### src/rtl/date_counter.sv
// Calendar date register (day/month/year) with a carry input from the hour counter
// and button-driven manual adjustment. Inputs act on their falling edges.
module date_counter #(
    parameter int YEAR_MIN = 2000,
    parameter int YEAR_MAX = 2099
) (
    input  logic        i_clk_0_001s,
    input  logic        reset,
    input  logic [4:0]  state,
    input  logic        is_modify,
    input  logic        i_plus,
    input  logic        i_minus,
    input  logic        i_enable,
    output logic [4:0]  o_day,
    output logic [3:0]  o_month,
    output logic [13:0] o_year,
    output logic        o_leap
);

    localparam logic [13:0] YMIN = 14'(YEAR_MIN);
    localparam logic [13:0] YMAX = 14'(YEAR_MAX);

    logic       prev_en, prev_plus, prev_minus;
    logic       f_en, f_plus, f_minus;
    logic [4:0] nd;
    logic [3:0] nm;
    logic [13:0] ny;
    logic [4:0] cur_dim, new_dim;
    logic       up;

    function automatic logic [4:0] dim_of(input logic [3:0] m, input logic leap);
        case (m)
            4'd4, 4'd6, 4'd9, 4'd11: dim_of = 5'd30;
            4'd2:                    dim_of = leap ? 5'd29 : 5'd28;
            default:                 dim_of = 5'd31;
        endcase
    endfunction

    assign o_leap  = (o_year[1:0] == 2'd0);
    assign cur_dim = dim_of(o_month, o_leap);
    assign new_dim = dim_of(nm, ny[1:0] == 2'd0);

    // Carry beats minus beats plus; losers in the same cycle are dropped.
    always_comb begin
        nd = o_day;
        nm = o_month;
        ny = o_year;
        up = !f_minus;
        if (f_en) begin
            if (o_day < cur_dim) begin
                nd = o_day + 5'd1;
            end else begin
                nd = 5'd1;
                if (o_month == 4'd12) begin
                    nm = 4'd1;
                    ny = (o_year == YMAX) ? YMIN : o_year + 14'd1;
                end else begin
                    nm = o_month + 4'd1;
                end
            end
        end else if (is_modify && (f_minus || f_plus)) begin
            case (state)
                5'd1: begin
                    if (up) nd = (o_day >= cur_dim) ? 5'd1 : o_day + 5'd1;
                    else    nd = (o_day <= 5'd1) ? cur_dim : o_day - 5'd1;
                end
                5'd2: begin
                    if (up) nm = (o_month >= 4'd12) ? 4'd1 : o_month + 4'd1;
                    else    nm = (o_month <= 4'd1) ? 4'd12 : o_month - 4'd1;
                end
                5'd3: begin
                    if (up) ny = (o_year >= YMAX) ? YMIN : o_year + 14'd1;
                    else    ny = (o_year <= YMIN) ? YMAX : o_year - 14'd1;
                end
                default: ;
            endcase
            // Month/year change can shrink the month below the current day.
            if (nd > new_dim) nd = new_dim;
        end
    end

    always_ff @(posedge i_clk_0_001s or negedge reset) begin
        if (!reset) begin
            prev_en    <= 1'b0;
            prev_plus  <= 1'b0;
            prev_minus <= 1'b0;
            f_en       <= 1'b0;
            f_plus     <= 1'b0;
            f_minus    <= 1'b0;
            o_day      <= 5'd1;
            o_month    <= 4'd1;
            o_year     <= YMIN;
        end else begin
            prev_en    <= i_enable;
            prev_plus  <= i_plus;
            prev_minus <= i_minus;
            f_en       <= prev_en & ~i_enable;
            f_plus     <= prev_plus & ~i_plus;
            f_minus    <= prev_minus & ~i_minus;
            o_day      <= nd;
            o_month    <= nm;
            o_year     <= ny;
        end
    end

endmodule

### config.mk
export PLATFORM = sky130hd
export DESIGN_NAME = date_counter
export DESIGN_NICKNAME = d
export VERILOG_FILES = /design/src/rtl/date_counter.sv
export SDC_FILE = /design/constraint.sdc
export NUM_CORES = 1
export LEC_CHECK = 0
export CAP_MARGIN = 20
export CORE_ASPECT_RATIO = 1.2
export CORE_MARGIN = 1
export CORE_UTILIZATION = 59
export CTS_CLUSTER_DIAMETER = 200
export DETAILED_ROUTE_END_ITERATION = 16
export DONT_BUFFER_PORTS = 1
export GPL_ROUTABILITY_DRIVEN = 0
export HOLD_SLACK_MARGIN = 0.1
export MAX_ROUTING_LAYER = met4
export PLACE_DENSITY_LB_ADDON = 0.2
export SETUP_SLACK_MARGIN = 0.15
export SYNTH_ARGS = -nofsm -noshare
export SYNTH_HDL_FRONTEND = slang
export SYNTH_SLANG_ARGS = --single-unit
### constraint.sdc
create_clock -name i_clk_0_001s -period 4.2 [get_ports i_clk_0_001s]
set_input_delay 0.42 -clock i_clk_0_001s [delete_from_list [all_inputs] [get_ports i_clk_0_001s]]
set_output_delay 0.42 -clock i_clk_0_001s [all_outputs]
set_load 0.02 [all_outputs]
Word level (Yosys, flattened, before mapping)

Cells that the tools add are included.

Flip-flop bits (word level): 29
Input bits: 11
Output and inout port bits: 24
Word-level logic and storage cells: 87

$add $sub $neg: 6
Order comparisons: 8
Equality and inequality tests: 17
Mux-type cells: 31
Bitwise gates (word level): 6
Reduce and logical (&&, ||, !) cells: 9

Operators by type and width:

| operator              | count |
|---|---|
| $mux 14               | 9 |
| $mux 5                | 10 |
| $mux 4                | 8 |
| $eq 4x4->1 const B    | 5 |
| $eq 4x3->1 const B    | 4 |
| $add 14x1->14 const B | 1 |
| $eq 14x12->1 const B  | 1 |
| $ge 14x12->1 const B  | 1 |
| $le 14x11->1 const B  | 1 |
| $sub 14x1->14 const B | 1 |
| $eq 5x2->1 const B    | 2 |
| $eq 4x2->1 const B    | 2 |
| $pmux 2 s2            | 2 |
| $reduce_or 4->1       | 2 |
| $add 5x1->5 const B   | 1 |
| $eq 5x1->1 const B    | 1 |
| $ge 5x5->1            | 1 |
| $gt 5x5->1            | 1 |
| $le 5x1->1 const B    | 1 |
| $lt 5x5->1            | 1 |
| $sub 5x1->5 const B   | 1 |
| $add 4x1->4 const B   | 1 |
| $ge 4x4->1 const B    | 1 |
| $le 4x1->1 const B    | 1 |
| other kinds (11)      | 18 |

Depth between registers and ports, before layout

Depth in word-level cells: 13
Depth in mapped cells: 23
Depth with buffers taken out: 22

Worst setup path before layout

Ideal clock, no wire load.

Path type: reg-to-reg
Start: register o_month[0]
End: register o_day[1]
Library setup time: 129 ps
Arrival: 3,992 ps
Data required time: 4,071 ps
Slack: 78 ps
Cell stages (with the launch flop): 22
Path buffers: 1
Period minus slack after synthesis: 4,122 ps
Cells stage by stage: dfstp_2 > inv_1 > ha_1 > o21ai_0 > o21ai_0 > o21a_1 > inv_1 > ha_1 > nor2b_1 > o21ai_0 > buf_6 > mux2i_1 > a22o_1 > o21ai_1 > a211o_2 > and2_1 > ha_1 > a21oi_1 > nand3_1 > nor2_1 > or3b_2 > nor3b_1

Cells in the longest elaborated chain, start to end: 13
Elaborated cells on any way between the ends: 45
Those cells by class: add/sub (2); order compare (5); eq/ne (11); mux (24); reduce/logical (3)

Ends and longest elaborated chain:

| what                                            | line   | RTL |
|---|---|---|
| start: declaration                              | 15     | `output logic [3:0] o_month,` |
| start signal: assignment                        | 101    | `o_month <= nm;` |
| $eq 4x3->1 (tied with other cells)              | 32     | `case (m)` |
| $reduce_or 4->1 (tied with other cells)         | 32     |  |
| $pmux 2 s2 / $mux 4 (equally long branches)     | 32, 68 |  |
| $lt 5x5->1 / $mux 4 (equally long branches)     | 50, 62 |  |
| $mux 4 (on tied branches)                       | 50, 61 |  |
| $mux 4 (*)                                      | 49     | `if (f_en) begin` |
| via nm[1]                                       | 26     | `logic [3:0] nm;` |
| $eq 4x3->1 / $eq 4x4->1 (equally long branches) | 32     |  |
| $reduce_or 4->1                                 | 32     |  |
| $pmux 2 s2 (*)                                  | 32     |  |
| $gt 5x5->1                                      | 78     | `if (nd > new_dim) nd = new_dim;` |
| $mux 5 (*)                                      | 78     |  |
| $mux 5 (*)                                      | 61     | `end else if (is_modify && (f_minus \|\| f_plus)) begin` |
| $mux 5 (*)                                      | 49     |  |
| end signal: assignment                          | 100    | `o_day <= nd;` |
| end: declaration                                | 14     | `output logic [4:0] o_day,` |

The timed path passes the listed nets; every way through them passes the cells marked *. The select of a mux whose other input is x is not followed.
A chain may end at the register's enable or synchronous reset.

Final worst setup path

Ends and elaborated chain as after synthesis.

==> impl_metrics.tcl <==
set metrics [dict create \
    status "finished clean" \
    yosysSeqAreaShare 0.246 \
    grt_pass1_vias 2952 \
    p_leak_nw 1.42 \
    synthDistinctLibCells 69 \
    worst-path-buf-inv 5 \
    worst_ep_required_time_ps 4370 \
    drt-total-wl_mm 9.23 \
    setup_tns_ps 0 \
    drt-initial-drc-count 423 \
    path_depth 20 \
    p_total_w 0.00148 \
    antenna_found_initial 0 \
    syn_inst 398 \
    gr-total-overflow 0 \
    worstHoldPathCells 0 \
    fill_cells 416 \
    crit_path_start_kind "flip-flop" \
    power_density_nw_per_um2 427 \
    endpoint_kind "flip-flop" \
    fin_skew_ps 7.95 \
    synth-edff-count 0 \
    drv_cap 0 \
    power_frac_comb 0.544 \
    cts_inserted_buffers 5 \
    ant_nets 0 \
    numClockSinks 29 \
    yosys_warnings 0 \
    reg2reg_depth 20 \
    drv_slew 0 \
    arrival_ps 4240 \
    cts_tree "yes" \
    hold_ws_ps 158 \
    grt.total_usage 0.343 \
    die_h_um 79.9 \
    syn-num-nets 424 \
    final_cells 474 \
    die_area_um2 5350 \
    vias 3274 \
    fin_crit_sh 0.969 \
    yosysTopAreaCell "dfrtp_1" \
    path_clk_slew_ps 70 \
    num_rows 28 \
    first_pass_iters 6 \
    ir_drop_v 0.000232 \
    via_per_inst 6.91 \
    p_switching_w 0.000669 \
    p_sw_frac 0.452 \
    netlist_area_um2 2990 \
    worst_pin_slew_ps 1050 \
    initial_core_util 0.609 \
    path_max_fanout 5 \
    slowest_delay_ps 420 \
    dp.cells 452 \
    synthFlopType "dfrtp_1" \
    max_freq_mhz 246 \
    hpwl_mm 6.16 \
    period_needed_ps 4070 \
    io_pins 35 \
    clkPwrFrac 0.178 \
    htreeDepth 2 \
    setup_viol 0 \
    design.core.area_um2 4900 \
    clk_path_buf_depth 2 \
    async_flop_share 1.00 \
    syn_area_per_cell_um2 7.50 \
    antenna_cells 0 \
    grt_max_degree 34 \
    final_nets 439 \
    synth_area_leaders "dfrtp_1, dfstp_2, ha_1, a21oi_1, o21ai_0" \
    port_buffers 0 \
    grt_pass1_wl_mm 13.7 \
    critPathKind "reg -> reg" \
    area_growth_syn_to_layout_pct 16.1 \
    clock_latency_ps 290 \
    path_cells "inv_2 -> ha_4 -> inv_2 -> nor3_1 -> ha_1 -> nor2b_4 -> o21ai_4 -> buf_6 -> buf_4 -> o41ai_2 -> a22o_1 -> buf_4 -> nand3_1 -> and2_1 -> ha_1 -> a21oi_1 -> nand3_1 -> nor2_2 -> nor4bb_4 -> nor3b_1" \
    drive_gt1_frac 0.208 \
    die_x_um 67.0 \
    p_int_w 0.000812 \
    hp-class "in -> reg" \
    drc 0 \
    slew-limit-headroom 0.294 \
    cp_slowest_cell "dfstp_2" \
    cts-root-buf "clkbuf_8" \
    p_seq_frac 0.278 \
    hold_viol_final 0 \
    yosysTopAreaCellShare 0.176 \
    cpLargestDelayFamily "simple AND/OR/NAND/NOR gates" \
    yosys_register_bits 29 \
    wl_per_cell_um 19.5 \
]
final cells by class:
type	count	area (µm²)	area share
Clock inverter	1	5.00	0.00144
Sequential cell	29	736	0.212
Tap cell	60	75.1	0.0217
Inverter	22	82.6	0.0238
Timing Repair Buffer	35	285	0.0823
Clock buffer	7	96.3	0.0278
Multi-Input combinational cell	320	2190	0.631
power groups by stage:
stage	logic, W	clock network, W	registers (W)
2_1_floorplan	0.000471	0	0.000425
4_1_cts	0.000676	0.000264	0.000403
5_1_grt	0.000865	0.000277	0.000417
3_5_place_dp	0.000648	0	0.000411
6_report	0.000806	0.000263	0.000412
3_3_place_gp	0.000630	0	0.000409
timing repair:
item / CTS / global route
pin swaps: 1 / 12
setup endpoints to repair: 2 / 2
gates resized for setup: 3 / 32
setup buffers: 3 / 9
endpoints found under the hold margin: 29 / 0
hold buffers: 2 / 0
synthesized netlist by cell type, types with 4 or more instances:
library cell	number
o31ai_1	6
o211ai_1	7
o21ai_0	30
clkbuf_1	17
dfstp_2	8
nor2_1	30
xor2_1	6
xnor2_1	7
and3_1	4
nand3_1	24
nand2b_1	5
a22oi_1	4
inv_1	22
a21oi_1	37
a31oi_1	7
ha_1	15
nor3_1	14
o22ai_1	4
and2_1	5
dfrtp_1	21
nor2b_1	7
nand2_1	33
stage by stage:
stage	setup WS [ps]	area, µm²	util
after floorplan	151	2990	-
after global placement	143	3090	0.630
after detailed placement	-10.7	3090	0.630
after CTS	150	3260	0.664
after global routing	-58.8	3470	0.707
final	130	3470	0.707
metal layers:
layer | track usage | vias up | part of all wire
met4 | 0.126 | 0 | 0.027
met3 | 0.0371 | 32 | 0.074
met5 | - | - | 0
met2 | 0.598 | 188 | 0.52
met1 | 0.400 | 1554 | 0.38
li1 | - | 1500 | -
final timing paths:
| path | from | endpoint | slack (ps) |
|---|---|---|---|
| max in group asynchronous | reset | o_month[0]$_DFF_PN1_ | 3380 |
| min in group asynchronous | reset | o_year[11]$_DFFE_PN0P_ | 570 |
| min reg2reg | prev_plus$_DFF_PN0_ | f_plus$_DFF_PN0_ | 470 |
| min | i_minus | prev_minus$_DFF_PN0_ | 160 |
| max reg2reg | o_month[0]$_DFF_PN1_ | o_day[1]$_DFFE_PN0N_ | 130 |
| max | o_month[0]$_DFF_PN1_ | o_day[1]$_DFFE_PN0N_ | 130 |
logic make-up (layout without fill, tap and decap cells):
kind of cell | after synthesis | count (layout) | share of synthesized area
buf+inv | 49 | 65 | 0.0704
compound gates | 136 | 136 | 0.302
fa+ha+maj | 15 | 15 | 0.0628
mux | 4 | 4 | 0.0138
simple gates | 152 | 152 | 0.267
xor+xnor | 13 | 13 | 0.0381
flops | 29 | 29 | 0.246
worst register-to-register path, delay by kind of cell, from the launching register on:
| family | cells | cell delay, ps |
|---|---|---|
| AO/OA/AOI/OAI | 4 | 790 |
| adder cells (fa/ha/maj) | 3 | 690 |
| buffers and inverters | 5 | 590 |
| flip-flops | 1 | 420 |
| AND/OR/NAND/NOR | 8 | 1450 |
cells in the final DEF (no fill, tap or decap), types with 7 or more instances in the layout:
master,synthesis,final
a21oi_1,37,36
a31oi_1,7,7
buf_4,0,31
clkbuf_8,0,7
dfrtp_1,21,21
dfstp_2,8,8
ha_1,15,10
inv_1,22,18
nand2_1,33,33
nand3_1,24,24
nor2_1,30,28
nor3_1,14,14
o211ai_1,7,7
o21ai_0,30,27
xnor2_1,7,7
sequential cells by signal, indices dropped and copies added (netlist names):
signal	cells
f_minus	1
f_en	1
prev_en	1
prev_minus	1
o_year	14
f_plus	1
o_day	5
o_month	4
prev_plus	1
Note: power is estimated with default switching activity, not from simulation.
